`src/rtl/stall_fifo_pkg.sv`:
```
// stall_fifo_pkg: shared defaults, count typedef and circular pointer increment.
// Used by stall_fifo (enable-gated pipeline receiver with stall feedback).
package stall_fifo_pkg;

  localparam int DEPTH_DEF        = 64;
  localparam int STALL_MARGIN_DEF = 2;
  localparam int PTR_W            = 16;

  typedef logic [$clog2(DEPTH_DEF):0] cnt_t;

  // DEPTH-1 entries is not a power of two, so wrap by compare.
  function automatic logic [PTR_W-1:0] ptr_inc(
    input logic [PTR_W-1:0] ptr,
    input logic [PTR_W-1:0] last
  );
    return (ptr == last) ? '0 : ptr + PTR_W'(1);
  endfunction

endpackage

```
`src/rtl/stall_fifo_sdp_ram.sv`:
```
// sdp_ram: simple dual-port RAM, one write port, one registered read port.
// Ports: clk, we_i/waddr_i/wdata_i (write), raddr_i -> rdata_o (next cycle).
module sdp_ram #(
  parameter int WIDTH   = 64,
  parameter int ENTRIES = 63,
  parameter int AW      = 6
) (
  input  logic             clk,
  input  logic             we_i,
  input  logic [AW-1:0]    waddr_i,
  input  logic [WIDTH-1:0] wdata_i,
  input  logic [AW-1:0]    raddr_i,
  output logic [WIDTH-1:0] rdata_o
);

  logic [WIDTH-1:0] mem_q [ENTRIES];

  always_ff @(posedge clk) begin
    if (we_i) mem_q[waddr_i] <= wdata_i;
    rdata_o <= mem_q[raddr_i];
  end

endmodule

```
`src/rtl/stall_fifo.sv`:
```
// stall_fifo: FWFT FIFO behind a no-backpressure pipeline, registered stall out.
// Ports: wr_en/wr_data in, rd_valid/rd_ready/rd_data out, stall, count, overflow,
// flush; hwm/stall_cycles only when STALL_FIFO_STATS_EN is defined.
module stall_fifo
  import stall_fifo_pkg::*;
#(
  parameter int WIDTH        = 64,
  parameter int DEPTH        = DEPTH_DEF,
  parameter int LAT_W        = 8,
  parameter int STALL_MARGIN = STALL_MARGIN_DEF
) (
  input  logic                   clk,
  input  logic                   rst_n,
  input  logic                   flush,
  input  logic [LAT_W-1:0]       pipe_latency,
  input  logic                   wr_en,
  input  logic [WIDTH-1:0]       wr_data,
  output logic                   stall,
  output logic                   rd_valid,
  input  logic                   rd_ready,
  output logic [WIDTH-1:0]       rd_data,
  output logic [$clog2(DEPTH):0] count,
  output logic                   overflow
`ifdef STALL_FIFO_STATS_EN
  ,
  output logic [$clog2(DEPTH):0] hwm,
  output logic [31:0]            stall_cycles
`endif
);

  localparam int CW = $clog2(DEPTH) + 1;
  localparam int AW = $clog2(DEPTH - 1);
  localparam int SW = (LAT_W + 2 > CW) ? LAT_W + 2 : CW;

  localparam logic [AW-1:0] LAST   = AW'(DEPTH - 2);
  localparam logic [CW-1:0] FULL   = CW'(DEPTH);
  localparam logic [SW-1:0] DEP_S  = SW'(DEPTH);
  localparam logic [SW-1:0] MARG_S = SW'(STALL_MARGIN);

  logic [AW-1:0]    wr_ptr_q, wr_ptr_d;
  logic [AW-1:0]    rd_ptr_q, rd_ptr_d;
  logic [CW-1:0]    cnt_q, cnt_d;
  logic [WIDTH-1:0] out_q, out_d;
  logic             vld_q, vld_d;
  logic             ovf_q, ovf_d;
  logic             stall_q, stall_d;
  logic             fwd_q, fwd_d;
  logic [WIDTH-1:0] fwd_dat_q, fwd_dat_d;

  logic             ram_we;
  logic [WIDTH-1:0] ram_rdata;
  logic [WIDTH-1:0] head;
  logic [CW-1:0]    mem_cnt;
  logic             pop, full, wr_acc;
  logic             mem_ne, load, bypass, mem_wr;

  sdp_ram #(
    .WIDTH  (WIDTH),
    .ENTRIES(DEPTH - 1),
    .AW     (AW)
  ) u_ram (
    .clk    (clk),
    .we_i   (ram_we),
    .waddr_i(wr_ptr_q),
    .wdata_i(wr_data),
    .raddr_i(rd_ptr_d),
    .rdata_o(ram_rdata)
  );

  // RAM returns the old word when the head slot was written
  // on the same edge it was read; use the captured write data.
  assign head    = fwd_q ? fwd_dat_q : ram_rdata;
  assign pop     = vld_q & rd_ready;
  assign full    = (cnt_q == FULL);
  assign wr_acc  = wr_en & (~full | pop);
  assign mem_cnt = cnt_q - CW'(vld_q);
  assign mem_ne  = (mem_cnt != '0);
  assign load    = (~vld_q | pop) & (mem_ne | wr_acc);
  assign bypass  = load & ~mem_ne;
  assign mem_wr  = wr_acc & ~bypass;

  always_comb begin
    wr_ptr_d  = wr_ptr_q;
    rd_ptr_d  = rd_ptr_q;
    ram_we    = mem_wr;
    if (mem_wr)
      wr_ptr_d = AW'(ptr_inc(PTR_W'(wr_ptr_q), PTR_W'(LAST)));
    if (load & mem_ne)
      rd_ptr_d = AW'(ptr_inc(PTR_W'(rd_ptr_q), PTR_W'(LAST)));
    vld_d     = load | (vld_q & ~pop);
    out_d     = load ? (mem_ne ? head : wr_data) : out_q;
    cnt_d     = cnt_q + CW'(wr_acc) - CW'(pop);
    ovf_d     = ovf_q | (wr_en & full & ~pop);
    fwd_d     = mem_wr & (wr_ptr_q == rd_ptr_d);
    fwd_dat_d = wr_data;
    stall_d   = (DEP_S - SW'(cnt_d)) <= (SW'(pipe_latency) + MARG_S);
    if (flush) begin
      wr_ptr_d = '0;
      rd_ptr_d = '0;
      ram_we   = 1'b0;
      vld_d    = 1'b0;
      out_d    = '0;
      cnt_d    = '0;
      ovf_d    = 1'b0;
      fwd_d    = 1'b0;
      stall_d  = 1'b0;
    end
  end

  always_ff @(posedge clk or negedge rst_n) begin
    if (!rst_n) begin
      wr_ptr_q  <= '0;
      rd_ptr_q  <= '0;
      cnt_q     <= '0;
      out_q     <= '0;
      vld_q     <= 1'b0;
      ovf_q     <= 1'b0;
      stall_q   <= 1'b0;
      fwd_q     <= 1'b0;
      fwd_dat_q <= '0;
    end else begin
      wr_ptr_q  <= wr_ptr_d;
      rd_ptr_q  <= rd_ptr_d;
      cnt_q     <= cnt_d;
      out_q     <= out_d;
      vld_q     <= vld_d;
      ovf_q     <= ovf_d;
      stall_q   <= stall_d;
      fwd_q     <= fwd_d;
      fwd_dat_q <= fwd_dat_d;
    end
  end

  assign stall    = stall_q;
  assign rd_valid = vld_q;
  assign rd_data  = out_q;
  assign count    = cnt_q;
  assign overflow = ovf_q;

`ifdef STALL_FIFO_STATS_EN
  logic [CW-1:0] hwm_q, hwm_d;
  logic [31:0]   sc_q, sc_d;

  always_comb begin
    hwm_d = (cnt_d > hwm_q) ? cnt_d : hwm_q;
    sc_d  = (stall_q & ~&sc_q) ? sc_q + 32'd1 : sc_q;
    if (flush) begin
      hwm_d = '0;
      sc_d  = '0;
    end
  end

  always_ff @(posedge clk or negedge rst_n) begin
    if (!rst_n) begin
      hwm_q <= '0;
      sc_q  <= '0;
    end else begin
      hwm_q <= hwm_d;
      sc_q  <= sc_d;
    end
  end

  assign hwm          = hwm_q;
  assign stall_cycles = sc_q;
`endif

endmodule

```
`config.mk`:
```
export PLATFORM = sky130hd
export DESIGN_NAME = stall_fifo
export DESIGN_NICKNAME = d
export VERILOG_FILES = /design/src/rtl/stall_fifo_pkg.sv /design/src/rtl/stall_fifo_sdp_ram.sv /design/src/rtl/stall_fifo.sv
export SDC_FILE = /design/constraint.sdc
export NUM_CORES = 2
export LEC_CHECK = 0
export CAP_MARGIN = 40
export CORE_ASPECT_RATIO = 0.6
export CORE_MARGIN = 10
export CORE_UTILIZATION = 30
export CTS_BUF_LIST = sky130_fd_sc_hd__clkbuf_8
export DETAILED_ROUTE_END_ITERATION = 10
export DONT_BUFFER_PORTS = 1
export PLACE_DENSITY = 0.51
export SLEW_MARGIN = 30
export SYNTH_ARGS = -nofsm -noshare
export SYNTH_HDL_FRONTEND = slang
export SYNTH_HIERARCHICAL = 1
export SYNTH_SLANG_ARGS = --single-unit
```
`constraint.sdc`:
```
create_clock -name clk -period 8.4 [get_ports clk]
set_clock_uncertainty 0.1 [all_clocks]
set_input_delay 1.26 -clock clk [delete_from_list [all_inputs] [get_ports clk]]
set_output_delay 1.26 -clock clk [all_outputs]
set_load 0.02 [all_outputs]
```
Word-level counts from Yosys, hierarchy flattened
Memories as Yosys holds them, arrays and structs flattened. A register that Yosys moved wholly into a read port is not among the register bits.
Index checks and enable logic that the tools add are counted.
- memory bits (writable): 4032
- output and inout bits: 74
- bits in registers: 151
- memories: 1
- logic and storage cells: 63
- input port bits: 77
- memories (memory ; words ; bits a word ; rd ports ; clocked after Yosys merged registers in ; wr ports ; line ; source):
    u_ram.mem_q ; 63 ; 64 ; 1 ; 1 ; 1 ; stall_fifo_sdp_ram.sv:16 ; logic [WIDTH-1:0] mem_q [ENTRIES];
- reductions and logical operators: 3
- $add $sub $neg: 7
- magnitude comparators: 1
- mux-type cells: 18
- bitwise logic cells: 20
- equal/unequal tests: 4
- operators by type and width (cell ; number):
    two-way mux 64 bit ; 4
    two-way mux 6 bit ; 6
    subtractor 7 x 1 -> 7 bit ; 2
    adder 6 x 1 -> 6 bit (second input constant) ; 2
    equality test 6 bit (second input constant) ; 2
    AND 1 bit ; 10
    less-or-equal comparator 10 x 9 -> 1 bit ; 1
    adder 8 x 2 -> 9 bit (second input constant) ; 1
    subtractor 7 x 7 -> 8 bit (first input constant) ; 1
    adder 7 x 1 -> 7 bit ; 1
    equality test 7 bit (second input constant) ; 1
    two-way mux 1 bit ; 7
    two-way mux 7 bit ; 1
    nonzero test 7 bit ; 1
    equality test 6 bit ; 1
    NOT 1 bit ; 5
    bitwise OR 1 bit ; 5
    nonzero test 2 bit ; 2

Depth between registers and ports, before layout
- word-level depth: 12
- gate-level depth with buffers: 21
- depth with buffers taken out: 20

Hierarchy
The synthesis kept the hierarchy.
- modules (own cells, without submodules) (module ; area each (um2) ; cells each ; times used ; sequential area each (um2)):
    sdp_ram ; 154778.4 ; 6681 ; 1 ; 122357.4
    stall_fifo ; 7393.3 ; 731 ; 1 ; 3778.6

Least setup slack after synthesis
No wires, ideal clock.
- path type: in2reg
- start: in rd_ready
- end: mem u_ram.mem_q[32][0] (enable)
- library setup time: 0.564 ns
- path slack: 1.106 ns
- buffers on the path: 0
- data required time: 7.736 ns
- arrival: 6.630 ns
- cell stages on the path: 6
- cell sequence: nand2_1 -> nand3_1 -> nand2_1 -> a211oi_4 -> nand4b_1 -> nor3_1
- longest elaborated chain between the ends: 11
- elaborated cells between the ends (all ways): 12
- classes of those cells: 3 x mux; 9 x bitwise
- RTL lines (element ; line ; source):
    start: declaration ; stall_fifo.sv:20 ; input logic rd_ready,
    AND 1 bit * ; stall_fifo.sv:73 ; assign pop = vld_q & rd_ready;
    bitwise OR 1 bit ; stall_fifo.sv:75 ; assign wr_acc = wr_en & (~full | pop);
    AND 1 bit ; stall_fifo.sv:75 ;
    bitwise OR 1 bit ; stall_fifo.sv:78 ; assign load = (~vld_q | pop) & (mem_ne | wr_acc);
    AND 1 bit ; stall_fifo.sv:78 ;
    AND 1 bit ; stall_fifo.sv:79 ; assign bypass = load & ~mem_ne;
    NOT 1 bit ; stall_fifo.sv:80 ; assign mem_wr = wr_acc & ~bypass;
    AND 1 bit * ; stall_fifo.sv:80 ;
    two-way mux 1 bit * ; stall_fifo.sv:97 ; if (flush) begin
    net ram_we ; stall_fifo.sv:50 ; logic ram_we;
    two-way mux 1 bit * ; stall_fifo_sdp_ram.sv:19 ; if (we_i) mem_q[waddr_i] <= wdata_i;
    two-way mux 1 bit (not written as such) * ; stall_fifo_sdp_ram.sv:19 ;
    end: declaration ; stall_fifo_sdp_ram.sv:16 ;
The timed path passes the listed nets; every way through them passes the cells marked *.

Worst setup path in the final report
- start: reg cnt_q[1] (netlist: count[1])
- end: reg u_ram.rdata_o[17] (read register of u_ram.mem_q)
- longest elaborated chain between the ends: 9
- elaborated cells between the ends (all ways): 11
- classes of those cells: 1 x add/sub; 1 x eq/ne; 2 x mux; 6 x bitwise; 1 x reduce/logical
- RTL lines (element ; line ; source):
    start: declaration ; stall_fifo.sv:42 ; logic [CW-1:0] cnt_q, cnt_d;
    start signal: assignment ; stall_fifo.sv:124 ; cnt_q <= cnt_d;
    branches (longest 6 deep; another with subtractor 7 x 1 -> 7 bit) ; - ;
    AND 1 bit * ; stall_fifo.sv:88 ; if (load & mem_ne)
    two-way mux 6 bit * ; stall_fifo.sv:88 ;
    two-way mux 6 bit * ; stall_fifo.sv:97 ;
    net rd_ptr_d[3] ; stall_fifo.sv:41 ; logic [AW-1:0] rd_ptr_q, rd_ptr_d;
    end: declaration ; stall_fifo_sdp_ram.sv:13 ; output logic [WIDTH-1:0] rdata_o
Mark *: on every way through the listed nets, which the timed path passes.
A chain may end at the register's enable or synchronous reset.

==> insert_results.sql <==
INSERT INTO impl_metrics (metric_group, metric, value, unit) VALUES
('floorplanning', 'initial_core_utilization', '30.06', '%'),
('critical_path', 'cpPeakStageDelay', '770', 'ps'),
('sta', 'postLayoutSetupSlackWorst', '1906', 'ps'),
('synthesis', 'gate_count_of_the_mapped_netlist', '7412', ''),
('synthesis', 'seq_area_frac_synth', '77.78', '%'),
('sta', 'max_slew_margin', '37.55', '%'),
('status', 'outcome', 'complete, no violations', ''),
('sta', 'report.final.hold_viol_count', '0', ''),
('drt', 'drc_violations', '0', ''),
('synthesis', 'synthDistinctLibCells', '66', ''),
('power_and_ir_drop', 'seqPwrFrac', '51.7', '%'),
('synthesis', 'synth_top_flop_cell', 'edfxtp_1', ''),
('place', 'routability_driven_placement_congestion_ratio', '0.7759', ''),
('global_route', 'grt_pass1_wl', '736600', 'um'),
('synthesis', 'postSynthNetCount', '7519', ''),
('global_route', 'grt.total_usage', '18.47', '%'),
('place', 'dpl.cell_count', '14480', ''),
('critical_path', 'critPathLaunchType', 'flip-flop', ''),
('drt', 'aggregate_routed_wire_length', '544900', 'um'),
('synthesis', 'mappedNetlistArea', '162200', 'sq um'),
('final_layout', 'post_synthesis_to_final_layout_area_growth', '14.13', '%'),
('floorplanning', 'fp.dieH', '589.5', 'um'),
('clocking', 'cts_resized', '0', ''),
('power_and_ir_drop', 'power_report.internal_total', '0.03375', 'W'),
('place', 'buffer_ports.inserted', '0', ''),
('sta', 'rsz0062_at_grt', 'false', ''),
('power_and_ir_drop', 'power.switching_fraction', '27.23', '%'),
('clocking', 'clkTransAtPathRegs', '70', 'ps'),
('global_route', 'grt_antenna_before_repair', '38', ''),
('synthesis', 'synth.avg_cell_area', '21.88', 'sq um'),
('floorplanning', 'placementRows', '209', ''),
('critical_path', 'timing.setup.critical_path_class', 'reg2reg', ''),
('hold_path', 'min-delay-start', 'wr_data[4]', ''),
('hold_path', 'holdCritPathClass', 'in2reg', ''),
('flow_run', 'drv_cap', '0', ''),
('sta', 'final_min_period_over_clock_period', '77.31', '%'),
('synthesis', 'synth.top_cells.by_area', 'edfxtp_1, mux4_2, dfrtp_1, mux2i_1, o221ai_1', ''),
('critical_path', 'cp_data_required_time', '9360', 'ps'),
('critical_path', 'regToRegSetupSlack', '1910', 'ps'),
('clocking', 'insertion_delay', '1160', 'ps'),
('final_layout', 'area_used_by_multi_input_combinational_logic', '34090', 'sq um'),
('clocking', 'cts_hold_fix_bufs', '14', ''),
('global_route', 'grt_use_met1', '27.72', '%'),
('synthesis', 'number_of_enable_flip_flop_cells_after_synthesis', '4032', ''),
('sta', 'maxSlewViolCount', '0', ''),
('clocking', 'cts_setup_buffers', '0', ''),
('global_route', 'global_route.overflow_total', '0', ''),
('drt', 'routed-via-count', '84700', ''),
('final_layout', 'seqCellArea', '126100', 'sq um'),
('critical_path', 'worst_path_slowest_cell', 'nor4_1', ''),
('place', 'setup_slack_placement', '2091', 'ps'),
('synthesis', 'synth_top_area_share', '74.66', '%'),
('global_route', 'globalRoute.busiestLayer', 'met1', ''),
('synthesis', 'synthDominantAreaCellType', 'edfxtp_1', ''),
('clocking', 'tritoncts_num_sinks', '4247', ''),
('floorplanning', 'ios', '151', ''),
('critical_path', 'worst-path-max-fanout', '23', ''),
('drt', 'via_per_inst', '5.424', ''),
('critical_path', 'cp_startpoint', 'count[1]', ''),
('global_route', 'met2_usage', '26.40', '%'),
('power_and_ir_drop', 'pwr-share-comb', '14.4', '%'),
('final_layout', 'number_of_standard_cells_in_the_layout_taps_in_and_fillers_out', '15620', ''),
('floorplanning', 'chipWidth', '969.2', 'um'),
('synthesis', 'ys_seq_elements', '4247', ''),
('critical_path', 'crit_chain', 'inv_1 -> ha_1 -> a211oi_1 -> a31oi_1 -> nor4_1 -> and3_1 -> o31ai_1 -> a21oi_4 -> buf_4 -> or2_4 -> buf_4 -> o221ai_1 -> nor2_1 -> o22a_1', ''),
('power_and_ir_drop', 'power_leakage', '56.58', 'nW'),
('drt', 'first_iter_violations', '13090', ''),
('clocking', 'cts.path.max_buffers', '4', ''),
('sta', 'final_period_minus_worst_setup_slack', '6494', 'ps'),
('synthesis', 'synth_common_cells', 'edfxtp_1, mux4_2, mux2i_1, a21oi_1, nand2_1', ''),
('critical_path', 'critPathCaptureType', 'flip-flop', '');
[logic make-up (layout without fill, tap and decap cells)]
logic type | Yosys count | count (layout) | synth area share, %
flops | 4247 | 4247 | 77.78
mux | 1268 | 1268 | 15.05
compound gates | 889 | 889 | 3.850
simple gates | 492 | 492 | 1.333
buf+inv | 462 | 1482 | 1.619
fa+ha+maj | 30 | 30 | 0.2361
xor+xnor | 24 | 24 | 0.1296
other cells | 0 | 9 | 0
[cells in the final DEF (no fill, tap or decap), drive strengths merged, types with 160 or more instances in the layout]
cell,count
clkbuf,658
nand2,206
mux4,933
mux2i,299
o221ai,197
a21oi,212
buf,351
nor2,160
inv,307
edfxtp,4032
[metrics by stage]
step | cell area [sq um] | util [%] | power [W]
floorplan | 162200 | - | 0.02859
global placement | 172500 | 31.97 | 0.03105
detailed placement | 173500 | 32.17 | 0.03114
CTS | 184900 | 34.27 | 0.04676
global route | 185100 | 34.30 | 0.04810
finish | 185100 | 34.31 | 0.04638
[layer usage]
layer | vias to the layer above | routed length [um]
li1 | 32520 | -
met1 | 46620 | 240500
met2 | 4812 | 231900
met3 | 729 | 59910
met4 | 12 | 12460
met5 | - | 82
[area by class of cell]
cell class                 count  area share (%)
multi-input combinational   2703           18.42
inverter                      16         0.03245
tap                         7174           4.850
antenna                        9         0.01217
clock buffer                 655           4.871
timing repair buffer         367           2.499
sequential                  4247           68.15
clock inverter               444           1.163
[worst max-delay path: cells and delay by family, from the launching register on]
kind	cells	cell delay, ps
compound gates	6	1730
fa+ha+maj	1	270
buf+inv	3	1190
flops	1	560
simple gates	4	2480
[sequential cells by signal (all words and copies together), names as in the netlist]
register / flops
count: 7
fwd_dat_q: 64
fwd_q: 1
overflow: 1
rd_data: 64
rd_ptr_q: 6
rd_valid: 1
stall: 1
u_ram/mem_q: 4032
u_ram/rdata_o: 64
wr_ptr_q: 6
[final timing paths]
path                            depth (start not counted)                 to
worst max-delay path                                   14  u_ram/rdata_o[17]
worst min-delay path                                    0       fwd_dat_q[4]
worst max register to register                         14  u_ram/rdata_o[17]
worst min register to register                          2        rd_data[63]
max in group asynchronous                               4       fwd_dat_q[1]
min in group asynchronous                               2           count[3]
[power groups by stage]
| stage | clock network (W) | logic (W) | registers [W] |
|---|---|---|---|
| 2_1_floorplan | 0 | 0.00438 | 0.0242 |
| 3_3_place_gp | 0 | 0.00657 | 0.0245 |
| 3_5_place_dp | 0 | 0.00667 | 0.0245 |
| 4_1_cts | 0.0160 | 0.00674 | 0.0240 |
| 5_1_grt | 0.0170 | 0.00709 | 0.0240 |
| 6_report | 0.0157 | 0.00670 | 0.0240 |
Power figures use the tool's default switching activity.
